`config.mk`:
```
export PLATFORM = sky130hd
export DESIGN_NAME = fetch_unit
export DESIGN_NICKNAME = d
export VERILOG_FILES = /design/src/rtl/fetch_unit.sv
export SDC_FILE = /design/constraint.sdc
export NUM_CORES = 1
export LEC_CHECK = 0
export ABC_AREA = 0
export BUFFER_PORTS_ARGS = -buffer_cell sky130_fd_sc_hd__buf_4
export CORE_UTILIZATION = 30
export CTS_CLUSTER_SIZE = 28
export DETAILED_ROUTE_END_ITERATION = 8
export SYNTH_ARGS = -nofsm -noshare
export SYNTH_HDL_FRONTEND = slang
export SYNTH_SLANG_ARGS = --single-unit
export TNS_END_PERCENT = 10
```
`constraint.sdc`:
```
create_clock -name clk -period 4.85 [get_ports clk]
set_clock_uncertainty 0.1 [all_clocks]
set_input_delay 0.97 -clock clk [delete_from_list [all_inputs] [get_ports clk]]
set_output_delay 0.97 -clock clk [all_outputs]
set_load 0.02 [all_outputs]
```
`src/rtl/fetch_unit.sv`:
```
// Instruction fetch front end: word-aligned PC generation, single-outstanding
// req/ack memory fetch, and a {pc, instruction} FIFO toward decode.
module fetch_unit #(
  parameter logic [31:0] RESET_PC = 32'h0000_0000,
  parameter int unsigned DEPTH    = 4
) (
  input  logic        clk,
  input  logic        n_rst,
  output logic        imem_req,
  output logic [31:0] imem_addr,
  input  logic        imem_ack,
  input  logic [31:0] imem_rdata,
  input  logic        redirect,
  input  logic [31:0] redirect_pc,
  output logic        instr_valid,
  input  logic        instr_ready,
  output logic [31:0] instruction,
  output logic [31:0] instr_pc
);

  localparam int unsigned AW = (DEPTH > 1) ? $clog2(DEPTH) : 1;
  localparam logic [AW:0] FULL = (AW+1)'(DEPTH);

  typedef enum logic [1:0] {IDLE, FETCH, DRAIN} state_t;

  state_t        state;
  logic [31:0]   fetch_pc;
  logic [31:0]   drain_pc;
  logic [31:0]   fifo_pc  [DEPTH];
  logic [31:0]   fifo_ins [DEPTH];
  logic [AW-1:0] rd_ptr;
  logic [AW-1:0] wr_ptr;
  logic [AW:0]   count;

  logic          redir_en;
  logic          push;
  logic          pop;
  logic [31:0]   new_pc;
  logic          unused_pc_lsbs;

  assign unused_pc_lsbs = ^redirect_pc[1:0];

  // Request depends only on registered state, so it cannot drop mid-transaction:
  // count only grows on the ack that ends a request.
  always_comb begin
    imem_req = 1'b0;
    case (state)
      FETCH:   imem_req = (count < FULL);
      DRAIN:   imem_req = 1'b1;
      default: imem_req = 1'b0;
    endcase
  end

  always_comb begin
    imem_addr   = (state == DRAIN) ? drain_pc : fetch_pc;
    new_pc      = {redirect_pc[31:2], 2'b00};
    redir_en    = redirect && (state != IDLE);
    push        = (state == FETCH) && imem_req && imem_ack && !redir_en;
    instr_valid = (count != '0);
    pop         = instr_valid && instr_ready && !redir_en;
    instruction = instr_valid ? fifo_ins[rd_ptr] : '0;
    instr_pc    = instr_valid ? fifo_pc[rd_ptr]  : '0;
  end

  always_ff @(posedge clk or negedge n_rst) begin
    if (!n_rst) begin
      state    <= IDLE;
      fetch_pc <= RESET_PC;
      drain_pc <= RESET_PC;
    end else begin
      case (state)
        IDLE: state <= FETCH;
        FETCH: begin
          if (redirect) begin
            fetch_pc <= new_pc;
            // An unacknowledged request must still be completed with its old address.
            if (imem_req && !imem_ack) begin
              state    <= DRAIN;
              drain_pc <= fetch_pc;
            end
          end else if (imem_req && imem_ack) begin
            fetch_pc <= fetch_pc + 32'd4;
          end
        end
        DRAIN: begin
          if (redirect) fetch_pc <= new_pc;
          if (imem_ack) state <= FETCH;
        end
        default: state <= IDLE;
      endcase
    end
  end

  always_ff @(posedge clk or negedge n_rst) begin
    if (!n_rst) begin
      rd_ptr <= '0;
      wr_ptr <= '0;
      count  <= '0;
    end else if (redir_en) begin
      rd_ptr <= '0;
      wr_ptr <= '0;
      count  <= '0;
    end else begin
      if (push) wr_ptr <= wr_ptr + AW'(1);
      if (pop)  rd_ptr <= rd_ptr + AW'(1);
      case ({push, pop})
        2'b10:   count <= count + (AW+1)'(1);
        2'b01:   count <= count - (AW+1)'(1);
        default: count <= count;
      endcase
    end
  end

  always_ff @(posedge clk) begin
    if (push) begin
      fifo_pc[wr_ptr]  <= fetch_pc;
      fifo_ins[wr_ptr] <= imem_rdata;
    end
  end

endmodule
```
* After elaboration in Yosys (flattened, before gate mapping) *
Memories as Yosys holds them, arrays and structs flattened.
Cells that the tools add are included.

word-level totals
  memories = 2
  logic and storage cells = 63
  memory bits (writable) = 256
  input port bits = 69
  bits in registers = 73

memories
  memory    words  bits a word  rd ports  clocked after memory_dff  write ports  line  source
  fifo_ins  4      32           1         0                         1            30    logic [31:0] fifo_ins [DEPTH];
  fifo_pc   4      32           1         0                         1            29    logic [31:0] fifo_pc [DEPTH];

cells by class
  reductions and logical operators = 20
  add/sub/neg operators = 5
  multiplexer cells = 20
  magnitude comparators = 1
  equal/unequal tests = 9

operators by type and width
  kind                     number
  $mux W32                 6
  $pmux W32 S2             1
  $add A32 B3 Y32 const B  1
  $mux W2                  7
  $reduce_and A3 Y1        3
  $logic_and A1 B1 Y1      8
  $reduce_bool A2 Y1       4
  $ne A2 B2 Y1 const B     3
  $pmux W2 S3              1
  $pmux W3 S2              1
  $reduce_bool A3 Y1       2
  $add A2 B1 Y2 const B    2
  $eq A2 B1 Y1 const B     2
  $eq A2 B2 Y1 const B     2
  $add A3 B1 Y3 const B    1
  $lt A3 B3 Y1 const B     1
  $mux W3                  1
  $ne A3 B2 Y1 const B     1
  $sub A3 B1 Y3 const B    1
  $logic_not A1 Y1         2
  $logic_not A2 Y1         1
  $mux W1                  2
  $ne A2 B1 Y1 const B     1
  $pmux W1 S2              1

* Depth between registers and ports, before layout *
Gate-level depths: netlist (run 1).

  depth in word-level cells = 8
  mapped depth = 11

* Worst setup path after synthesis (run 1) *
Ideal clock, no wire load.

  path kind = in2reg
  from = in imem_ack
  to = mem fifo_ins[0][0], enable pin
  setup slack = 1.236 ns
  library setup time = 0.427 ns
  cell stages on the path = 4
  buffers on the path = 1
  data required time = 4.323 ns
  arrival time = 3.087 ns
  path through = nand3_1 a21oi_1 clkbuf_1 and3_1

between the ends
  longest elaborated chain between the ends = 4

ends and longest elaborated chain
  element                            line  source
  from (decl)                        11    input logic imem_ack,
  $logic_and A1 B1 Y1 (2 in series)  58    push = (state == FETCH) && imem_req && imem_ack && !redir_en;
  $mux W1                            115   if (push) begin
  $mux W1 (implied by the code)      117   fifo_ins[wr_ptr] <= imem_rdata;
  to (decl)                          30

Every way passes these cells.

* Worst setup path after layout (run 1) *
  from = reg rd_ptr[0]
  to = out instruction[7]

between the ends
  longest elaborated chain between the ends = 2

ends and longest elaborated chain
  element                 line  source
  from (decl)             31    logic [AW-1:0] rd_ptr;
  from (signal assigned)  105   if (pop) rd_ptr <= rd_ptr + AW'(1);
  $mem_v2 Z4 W32          --
  $mux W32                61    instruction = instr_valid ? fifo_ins[rd_ptr] : '0;
  to (decl)               17    output logic [31:0] instruction,

Every way passes these cells.

==> out/metrics.csv, run 1 <==
stage,metric,value,unit
outcome,status,"complete, no violations",
timing,tightestPinTransition,1170,ps
critical_path,crit_buf_inv,2,
timing,fmax,269,MHz
critical_path,cp_common_cell,buf_4,
power_and_ir_drop,irDropWorstVdd,0.345,mV
die,ioPinCount,167,
routing,detail-route-antenna-nets,0,
die,die-area,45800,um2
timing,hold-worst-slack,400,ps
logic_synthesis,yosys.cell_types.count,54,
logic_synthesis,synthCells,816,
global_routing,gr-total-overflow,0,
critical_path,worst-setup-path-type,reg2out,
cts,insertion_delay,530,ps
logic_synthesis,synth_ff_type,edfxtp_1,
die,start_util,30.5,%
critical_path,cp_top_family,flip-flops,
cts,cts.sinks,317,
routing,highest_layer,met5,
timing,finalSetupTns,0,ps
routing,wl_per_cell,20.1,um
cts,cts_hold_buf,0,
critical_path,start_kind,flip-flop,
logic_synthesis,ys_ff_latch,317,
cts,cts_tree,done,
die,die-height,214,um
cts,clk_pin_slew,60,ps
critical_path,ff2ff_setup_slack,1430,ps
cts,clk_path_buf_depth,3,
routing,drc_errors,0,
critical_path,reg2reg_from,state[0],
die,rows,77,
cts,numCtsBuffers,37,
critical_path,cp-end-kind,output port,
global_routing,antenna_found_initial,4,
critical_path,r2r_cells,6,
critical_path,cp_slowest_cell,dfrtp_4,
routing,met1Wirelength,14200,um
worst_hold_path,min_path_type,reg2reg,
cts,htree_levels,2,
power_and_ir_drop,pwr_density_cell,640,nW/um2
power_and_ir_drop,swShare,34.5,%
timing,finalHoldViolations,0,
power_and_ir_drop,seqPwrFrac,37.4,%
logic_synthesis,syn_area,13500,um2
routing,dr_total_vias,7714,
cts,post-cts-setup-buffers,0,
logic_synthesis,syn_avg_cell_area,16.5,um2
global_routing,first_global_vias,7699,
place,gp_congestion,0.769,
critical_path,cp_max_fo,27,
power_and_ir_drop,power_frac_clock,27.7,%
routing,wl_met3,2080,um
cts,cts_repair_resize_count,0,
timing,fin_crit,3720,ps
critical_path,worstReg2RegEnd,fifo_ins[2][8],
global_routing,grt_max_degree,70,
die,coreArea,44200,um2
critical_path,arrival,2650,ps
finish,drive_gt1_share,36.9,%
finish,antenna_cells,0,
routing,viasPerCell,4.83,
finish,area_growth,23.8,%
critical_path,cp.depth,4,
critical_path,crit_end,instruction[7],
logic_synthesis,async_flop_share,21.8,%
finish,fin_nets,1059,
routing,drt_iter0_drc,470,
logic_synthesis,synth-edff-count,248,
logic_synthesis,ys_seq_area_share,68.1,%
power_and_ir_drop,switchingPower,3680,uW
die,die_w,214,um
routing,wl,32200,um
timing,slew_headroom,21.7,%
timing,rsz0062_at_grt,no,
timing,setup_violations,0,
power_and_ir_drop,intPower,6990,uW
place,dp_hpwl,19700,um
power_and_ir_drop,p_leak,0.00591,uW
critical_path,required,3780,ps
global_routing,grt_pass1_wl,48900,um
logic_synthesis,ys_warn_count,0,
critical_path,crit_path_max_incr_delay,830,ps
routing,dr.pass1.iters,5,
timing,fin_crit_sh,76.7,%
power_and_ir_drop,combinationalPowerShare,35.0,%
critical_path,path_cells,"buf_4, mux4_2, and2_1, buf_4",
timing,drv_slew,0,
critical_path,crit_path_start,rd_ptr[0],
place,io_buffers,160,
global_routing,grt_usage,14.0,%
routing,route.met2.wl,15200,um
run,drv_cap,0,
cts,cts_root_buf,clkbuf_16,
-- cell type report --
| class | instances | area [um2] |
|---|---|---|
| Multi-Input combinational cell | 437 | 4040 |
| Timing Repair Buffer | 174 | 1370 |
| Clock buffer | 47 | 1020 |
| Clock inverter | 20 | 283 |
| Sequential cell | 317 | 9180 |
| Tap cell | 592 | 741 |
| Fill cell | 4124 | 27500 |
| Inverter | 11 | 41.3 |
-- how the worst min path moves through the flow --
| stage | to | cells after the start | startpoint |
|---|---|---|---|
| final | drain_pc[23] | 1 | drain_pc[23] |
| after global routing | drain_pc[29] | 1 | drain_pc[29] |
| after CTS | drain_pc[10] | 1 | drain_pc[10] |
| after detailed placement | drain_pc[10] | 1 | drain_pc[10] |
| after global placement | drain_pc[5] | 1 | drain_pc[5] |
| after floorplan | fifo_pc[0][15] | 0 | fetch_pc[15] |
-- worst register-to-register path: cells and delay by family, from the launching register on --
family	cells	cell delay [ps]
AO/OA/AOI/OAI	1	750
AND/OR/NAND/NOR	1	700
buffers and inverters	3	590
adder cells (fa/ha/maj)	1	530
flip-flops	1	410
-- routing by layer --
layer / vias up / GRT usage (%)
met3: 51 / 3.62
met2: 222 / 22.2
met5: - / 0
li1: 3501 / -
met4: 8 / 4.00
met1: 3932 / 19.0
-- per-stage QoR --
step / setup slack (ps) / instances / total power, uW / util (%) / instance area (um2)
floorplan: 1240 / 819 / 6300 / - / 13500
global placement: 1430 / 1531 / 7810 / 34.8 / 15400
detailed placement: 1410 / 1531 / 7860 / 34.8 / 15400
CTS: 1010 / 1598 / 10900 / 37.7 / 16700
global route: 929 / 1598 / 11300 / 37.7 / 16700
finish: 1130 / 1598 / 10700 / 37.7 / 16700
-- power groups by stage --
stage	combinational [uW]	sequential (uW)	clock [uW]
2_1_floorplan	2550	3750	0
3_3_place_gp	3780	4030	0
3_5_place_dp	3800	4060	0
4_1_cts	3810	4010	3050
5_1_grt	4030	4080	3140
6_report	3730	3990	2960
-- registers in the layout, indices dropped and copies added (netlist names) --
| signal | cells |
|---|---|
| rd_ptr | 2 |
| count | 3 |
| drain_pc | 30 |
| state | 2 |
| fetch_pc | 30 |
| fifo_ins | 128 |
| fifo_pc | 120 |
| wr_ptr | 2 |
-- cell usage in the layout (no fill, tap or decap), types with 3 or more instances in the layout --
cell type,Yosys,routed
nor4_1,4,4
and3_1,9,5
xor2_1,4,4
mux4_2,62,62
buf_12,0,5
clkbuf_1,26,7
nand2_1,29,29
a21oi_1,35,35
buf_4,5,169
conb_1,1,4
nand2b_1,4,4
a2bb2oi_1,10,10
nand4_1,13,13
and3_4,0,4
clkinv_2,0,4
mux2_2,57,57
and2_1,63,63
nor3_1,8,8
nor2b_1,3,3
dfrtp_1,69,67
a311oi_1,5,5
o21ai_0,24,24
clkinv_1,0,5
clkbuf_16,0,39
bufinv_16,0,7
nor2_1,31,30
o22ai_1,11,11
ha_1,11,10
inv_1,11,11
mux2i_1,4,4
nand3_1,13,13
edfxtp_1,248,248
-- kinds of logic (layout without fill, tap and decap cells) --
kind of cell | count (synthesis) | after routing | synth area share, %
AOI/OAI and AO/OA | 99 | 99 | 4.51
DFF | 317 | 317 | 68.1
adders and majority gates | 12 | 12 | 1.17
and+or+nand+nor | 194 | 194 | 8.23
xor gates and xnor gates | 5 | 5 | 0.325
other | 1 | 4 | 0.0278
buffers and inverters | 65 | 252 | 2.21
muxes | 123 | 123 | 15.4
-- synth_stat cells, types with 4 or more instances --
cell	number	area [um2]
xor2_1	4	35.0
nor4_1	4	25.0
nor3_1	8	40.0
and3_1	9	56.3
buf_1	5	18.8
clkbuf_1	26	97.6
edfxtp_1	248	7450
mux2i_1	4	40.0
a21oi_1	35	175
o22ai_1	11	68.8
inv_1	11	41.3
nor2_1	31	116
ha_1	11	138
nand2b_1	4	25.0
nand3_1	13	65.1
nand4_1	13	81.3
mux4_2	62	1400
dfrtp_1	69	1730
a2bb2oi_1	10	87.6
buf_2	15	75.1
nand2_1	29	109
o21ai_0	24	120
mux2_2	57	642
buf_4	5	37.5
and2_1	63	394
a311oi_1	5	43.8
Power figures use the tool's default switching activity.
==> run 2: changes to the inputs <==
==> constraint.sdc (replaced) <==
create_clock -name clk -period 3.1 [get_ports clk]
set_clock_uncertainty 0.1 [all_clocks]
set_input_delay 0.62 -clock clk [delete_from_list [all_inputs] [get_ports clk]]
set_output_delay 0.62 -clock clk [all_outputs]
set_load 0.02 [all_outputs]
==> run 2 against run 1 <==
Against the previous run: first-iteration DRC count decreased by 1.3%; worst hold slack got worse by 220 ps; via count increased by 0.34%; total power is 52% higher; count of clock-buffer cells in the layout shrank 2; sequential cell count unchanged; sequential share of layout area fell by 0.15 points; register-to-register slack worse by 810 ps; final area up 0.28%; clock power grew 33%; routed wire length is 0.20% lower.
==> out/metrics.csv, run 2 (synthesis gave the netlist of run 1 again) <==
stage,metric,value,unit
finish,top_register,fifo_ins,
power_and_ir_drop,swShare,35.3,%
finish,drive_gt1_share,37.9,%
cts,cts_root_buf,clkbuf_16,
place,dp_hpwl,20500,um
critical_path,cp_max_fo,17,
place,dp.cells,1549,
power_and_ir_drop,irDropWorstVdd,0.488,mV
routing,detail-route-antenna-nets,0,
critical_path,cp_slowest_cell,dfrtp_1,
power_and_ir_drop,power_frac_clock,24.3,%
global_routing,antenna_found_initial,1,
timing,drv_slew,0,
timing,rsz0062_at_grt,no,
finish,multi_input_area,4060,um2
cts,numCtsBuffers,36,
global_routing,grt_pass1_wl,49200,um
critical_path,crit_path_max_incr_delay,410,ps
finish,fin_util,37.8,%
cts,clk_path_buf_depth,3,
worst_hold_path,hold_depth,1,
routing,drc_errors,0,
timing,hold-worst-slack,177,ps
cts,cts.sinks,317,
routing,highest_layer,met5,
global_routing,grt_max_degree,53,
timing,fmax,343,MHz
power_and_ir_drop,intPower,10500,uW
critical_path,cp-end-kind,output port,
die,die-height,214,um
finish,fin_nets,1079,
outcome,status,"complete, no violations",
timing,fin_crit,2920,ps
worst_hold_path,min_path_type,in2reg,
run,drv_cap,0,
die,start_util,30.5,%
global_routing,first_global_vias,7924,
power_and_ir_drop,seqPwrFrac,37.3,%
finish,antenna_cells,0,
critical_path,crit_buf_inv,3,
power_and_ir_drop,p_leak,0.00594,uW
worst_hold_path,hold_start,imem_rdata[25],
critical_path,arrival,2200,ps
die,rows,77,
routing,wl_per_cell,19.9,um
cts,clk_pin_slew,60,ps
critical_path,start_kind,flip-flop,
critical_path,r2r_cells,10,
critical_path,reg2reg_from,state[1],
routing,dr.pass1.iters,5,
die,die_w,214,um
timing,slew_headroom,50.1,%
routing,wl,32100,um
cts,cts_tree,done,
routing,met1Wirelength,14000,um
critical_path,path_cells,"inv_1, ha_4, buf_6, mux2_2, buf_4",
finish,final_cell_mix,"248 x edfxtp_1, 182 x buf_4, 67 x dfrtp_1, 63 x and2_1, 62 x mux4_2",
power_and_ir_drop,pwr_density_cell,970,nW/um2
routing,dr_total_vias,7740,
timing,tightestPinTransition,746,ps
cts,insertion_delay,550,ps
power_and_ir_drop,combinationalPowerShare,38.4,%
critical_path,worstReg2RegEnd,count[2],
routing,viasPerCell,4.80,
finish,largest_register_ffs,128,
place,io_buffers,160,
timing,finalHoldViolations,0,
routing,drt_iter0_drc,464,
critical_path,cp_top_family,buffers and inverters,
finish,fin_cells,1613,
die,die-area,45800,um2
critical_path,ff2ff_setup_slack,620,ps
power_and_ir_drop,switchingPower,5730,uW
global_routing,grt_usage,14.2,%
finish,register_area,9180,um2
die,coreArea,44200,um2
timing,setup_violations,0,
routing,route.met2.wl,15400,um
place,gp_congestion,0.794,
power_and_ir_drop,power,16200,uW
critical_path,required,2380,ps
critical_path,worst-setup-path-type,reg2out,
global_routing,gr-total-overflow,0,
finish,final_common_cell,edfxtp_1,
die,ioPinCount,167,
worst_hold_path,worstHoldEndpoint,fifo_ins[0][25],
timing,fin_crit_sh,94.1,%
finish,top_regs,"fifo_ins: 128 flops, fifo_pc: 120 flops",
finish,area_growth,24.1,%
routing,wl_met3,2180,um
finish,fillers,4171,
cts,htree_levels,2,
run 2: cell count changes in the layout (fill, tap and decap cells not counted), sizes merged:
cell / before / now
clkinv: 10 / 12
clkinvlp: 1 / 2
bufinv: 7 / 1
dlygate4sd3: 0 / 1
clkbuf: 47 / 45
inv: 13 / 12
buf: 174 / 194
run 2: worst reg2reg max path, stage by stage (launching register included):
cell      delay (ps)
dfrtp_1          440
inv_1            110
ha_1             350
nand3_1           90
a21oi_1          120
buf_4            200
nor3_1            80
fa_1             420
nor3_1           210
nor3_1            60
a211oi_1         200
run 2: layer usage:
| metal | track usage (%) | vias to the layer above |
|---|---|---|
| met3 | 4.04 | 38 |
| met4 | 3.48 | 2 |
| li1 | - | 3529 |
| met5 | 0 | - |
| met2 | 22.7 | 233 |
| met1 | 19.0 | 3938 |
run 2: final cells by class:
class                   count  area share (%)
clock buffers              45            5.77
clock inverters            16           0.718
inverters                  11           0.247
multi-input cells         437            24.3
flip-flops and latches    317            54.9
well taps                 592            4.43
repair buffers            195            9.66
run 2: power groups by stage:
stage | sequential [uW] | combinational [uW] | clock [uW]
final | 6060 | 6230 | 3940
after global routing | 6160 | 6750 | 4240
after CTS | 6080 | 6330 | 4090
after detailed placement | 6210 | 6240 | 0
after global placement | 6150 | 6210 | 0
after floorplan | 5870 | 3990 | 0
run 2: stage by stage:
stage	TNS (ps)	area [um2]	worst slack, ps
5_1_grt	0	16700	74.9
3_5_place_dp	0	15600	494
2_1_floorplan	-68990	13500	-371
3_3_place_gp	0	15600	496
6_report	0	16700	183
4_1_cts	0	16700	24.8
run 2: how the worst max path moves through the flow:
stage,start,endpoint,slack [ps],depth (start not counted)
final,state[0],imem_addr[18],180,5
after global placement,state[0],imem_addr[18],500,5
after global routing,state[0],imem_addr[28],70,5
after detailed placement,state[0],count[2],490,10
after CTS,rd_ptr[1],instr_pc[20],20,4
after floorplan,state[0],fifo_ins[1][0],-370,7
run 2: what timing repair did:
action / CTS / global route
hold buffers: 1 / 0
setup buffers: 1 / 1
gates resized for setup: 2 / 1
setup endpoints to repair: 64 / 22
hold endpoints to repair: 34 / 0
pin swaps: 0 / 0
==> run 3: changes to the inputs <==
--- a/config.mk
+++ b/config.mk
@@ -8,6 +8,7 @@
 export ABC_AREA = 0
 export BUFFER_PORTS_ARGS = -buffer_cell sky130_fd_sc_hd__buf_4
 export CORE_UTILIZATION = 30
+export CTS_BUF_LIST = sky130_fd_sc_hd__clkbuf_8
 export CTS_CLUSTER_SIZE = 28
 export DETAILED_ROUTE_END_ITERATION = 8
 export SYNTH_ARGS = -nofsm -noshare
==> constraint.sdc (replaced) <==
create_clock -name clk -period 3.3 [get_ports clk]
set_clock_uncertainty 0.1 [all_clocks]
set_input_delay 0.66 -clock clk [delete_from_list [all_inputs] [get_ports clk]]
set_output_delay 0.66 -clock clk [all_outputs]
set_load 0.02 [all_outputs]
==> run 3 against run 2 <==
Against the previous run: largest cell class unchanged; worst hold slack lost 27 ps; final area shrank 0.19%; cell count grew 2.7%.
==> out/metrics.csv, run 3 (synthesis gave the netlist of run 1 again) <==
stage,metric,value,unit
routing,drt_iter0_drc,554,
power_and_ir_drop,seqPwrFrac,38.2,%
timing,slew_headroom,47.6,%
power_and_ir_drop,irDropWorstVdd,0.467,mV
finish,top_regs,"fifo_ins: 128 flops, fifo_pc: 120 flops",
critical_path,arrival,2360,ps
cts,insertion_delay,610,ps
die,die-height,214,um
timing,tightestPinTransition,779,ps
timing,fin_crit,3120,ps
cts,numCtsBuffers,53,
critical_path,r2r_cells,7,
place,io_buffers,160,
global_routing,gr-total-overflow,0,
finish,top_register,fifo_ins,
finish,antenna_cells,0,
routing,detail-route-antenna-nets,0,
cts,cts_tree,done,
power_and_ir_drop,power_frac_clock,22.2,%
finish,fin_cells,1657,
global_routing,grt_pass1_wl,49500,um
critical_path,cp-end-kind,output port,
place,dp.cells,1556,
place,gp_congestion,0.796,
timing,drv_slew,0,
power_and_ir_drop,combinationalPowerShare,39.6,%
finish,fin_nets,1103,
cts,htree_levels,2,
critical_path,required,2540,ps
place,placed_area,15600,um2
worst_hold_path,min_path_type,in2reg,
cts,cts.sinks,317,
die,die_w,214,um
routing,dr_total_vias,7904,
finish,area_growth,23.9,%
routing,wl,32700,um
place,place_ws,599,ps
finish,largest_register_ffs,128,
finish,drive_gt1_share,38.4,%
global_routing,grt_usage,14.3,%
cts,clk_pin_slew,60,ps
routing,drc_errors,0,
run,drv_cap,0,
routing,wl_per_cell,19.7,um
finish,final_cell_mix,"248 x edfxtp_1, 188 x buf_4, 67 x dfrtp_1, 63 x and2_1, 62 x mux4_2",
cts,cts_root_buf,clkbuf_8,
power_and_ir_drop,p_leak,0.00605,uW
finish,final_cell_area,16700,um2
timing,fin_crit_sh,94.5,%
timing,layout_setup_ws,183,ps
finish,final_common_cell,edfxtp_1,
critical_path,start_kind,flip-flop,
critical_path,cp_max_fo,12,
global_routing,first_global_vias,8013,
power_and_ir_drop,pwr_density_cell,897,nW/um2
timing,finalHoldViolations,0,
timing,fmax,321,MHz
routing,dr.pass1.iters,7,
timing,rsz0062_at_grt,no,
critical_path,worst-setup-path-type,reg2out,
die,start_util,30.5,%
global_routing,grt_max_degree,42,
timing,setup_violations,0,
die,coreArea,44200,um2
routing,viasPerCell,4.77,
outcome,status,"complete, no violations",
place,dp_hpwl,21000,um
power_and_ir_drop,swShare,36.3,%
worst_hold_path,hold_depth,1,
global_routing,antenna_found_initial,0,
die,die-area,45800,um2
power_and_ir_drop,switchingPower,5430,uW
power_and_ir_drop,intPower,9530,uW
die,ioPinCount,167,
die,rows,77,
cts,clk_path_buf_depth,3,
-- run 3: power by group through the flow --
stage,Sequential [uW],Combinational [uW],Clock (uW)
6_report,5710,5930,3320
3_5_place_dp,5840,5940,0
2_1_floorplan,5510,3750,0
3_3_place_gp,5800,5890,0
4_1_cts,5720,6050,3460
5_1_grt,5810,6390,3620
-- run 3: path summary, 6_finish.rpt --
check	from	to	slack [ps]
worst max-delay path	state[0]	imem_addr[3]	180
worst min-delay path	imem_rdata[1]	fifo_ins[1][1]	150
worst max register to register	state[0]	fifo_pc[2][19]	740
worst min register to register	drain_pc[7]	drain_pc[7]	400
max in group asynchronous	n_rst	fetch_pc[12]	1950
min in group asynchronous	n_rst	drain_pc[15]	480
-- run 3: area by class of cell --
| cell class | count | area, um2 |
|---|---|---|
| clock buffers | 55 | 757 |
| clock inverters | 43 | 253 |
| fillers | 4169 | 27500 |
| inverters | 11 | 41.3 |
| multi-input cells | 437 | 4050 |
| flip-flops and latches | 317 | 9180 |
| well taps | 592 | 741 |
| repair buffers | 202 | 1670 |
-- run 3: timing repair --
item	in CTS	in global routing
gates cloned	0	0
buffers inserted	2	0
pin swaps	0	0
hold buffers	1	0
gates resized for setup	1	1
endpoints found under the hold margin	38	0
setup endpoints to repair	50	1
-- run 3: routing by layer --
metal,GRT usage (%),part of all wire (%)
met5,0,0
met1,19.0,44
met3,2.79,4.9
met2,23.2,49
met4,4.96,2.2
-- run 3: per-stage QoR --
stage	TNS (ps)	hold slack, ps	util, %	total power, uW
floorplan	-31790	264	-	9260
global placement	0	381	35.3	11700
detailed placement	0	388	35.3	11800
CTS	0	79.5	37.7	15200
global route	0	102	37.7	15800
finish	0	150	37.7	15000
-- run 3: critical path, stage by stage, from the launching register on --
cell and delay, ps:
dfrtp_1 420, inv_1 140, ha_2 330, buf_4 270
mux2_2 410, buf_4 170
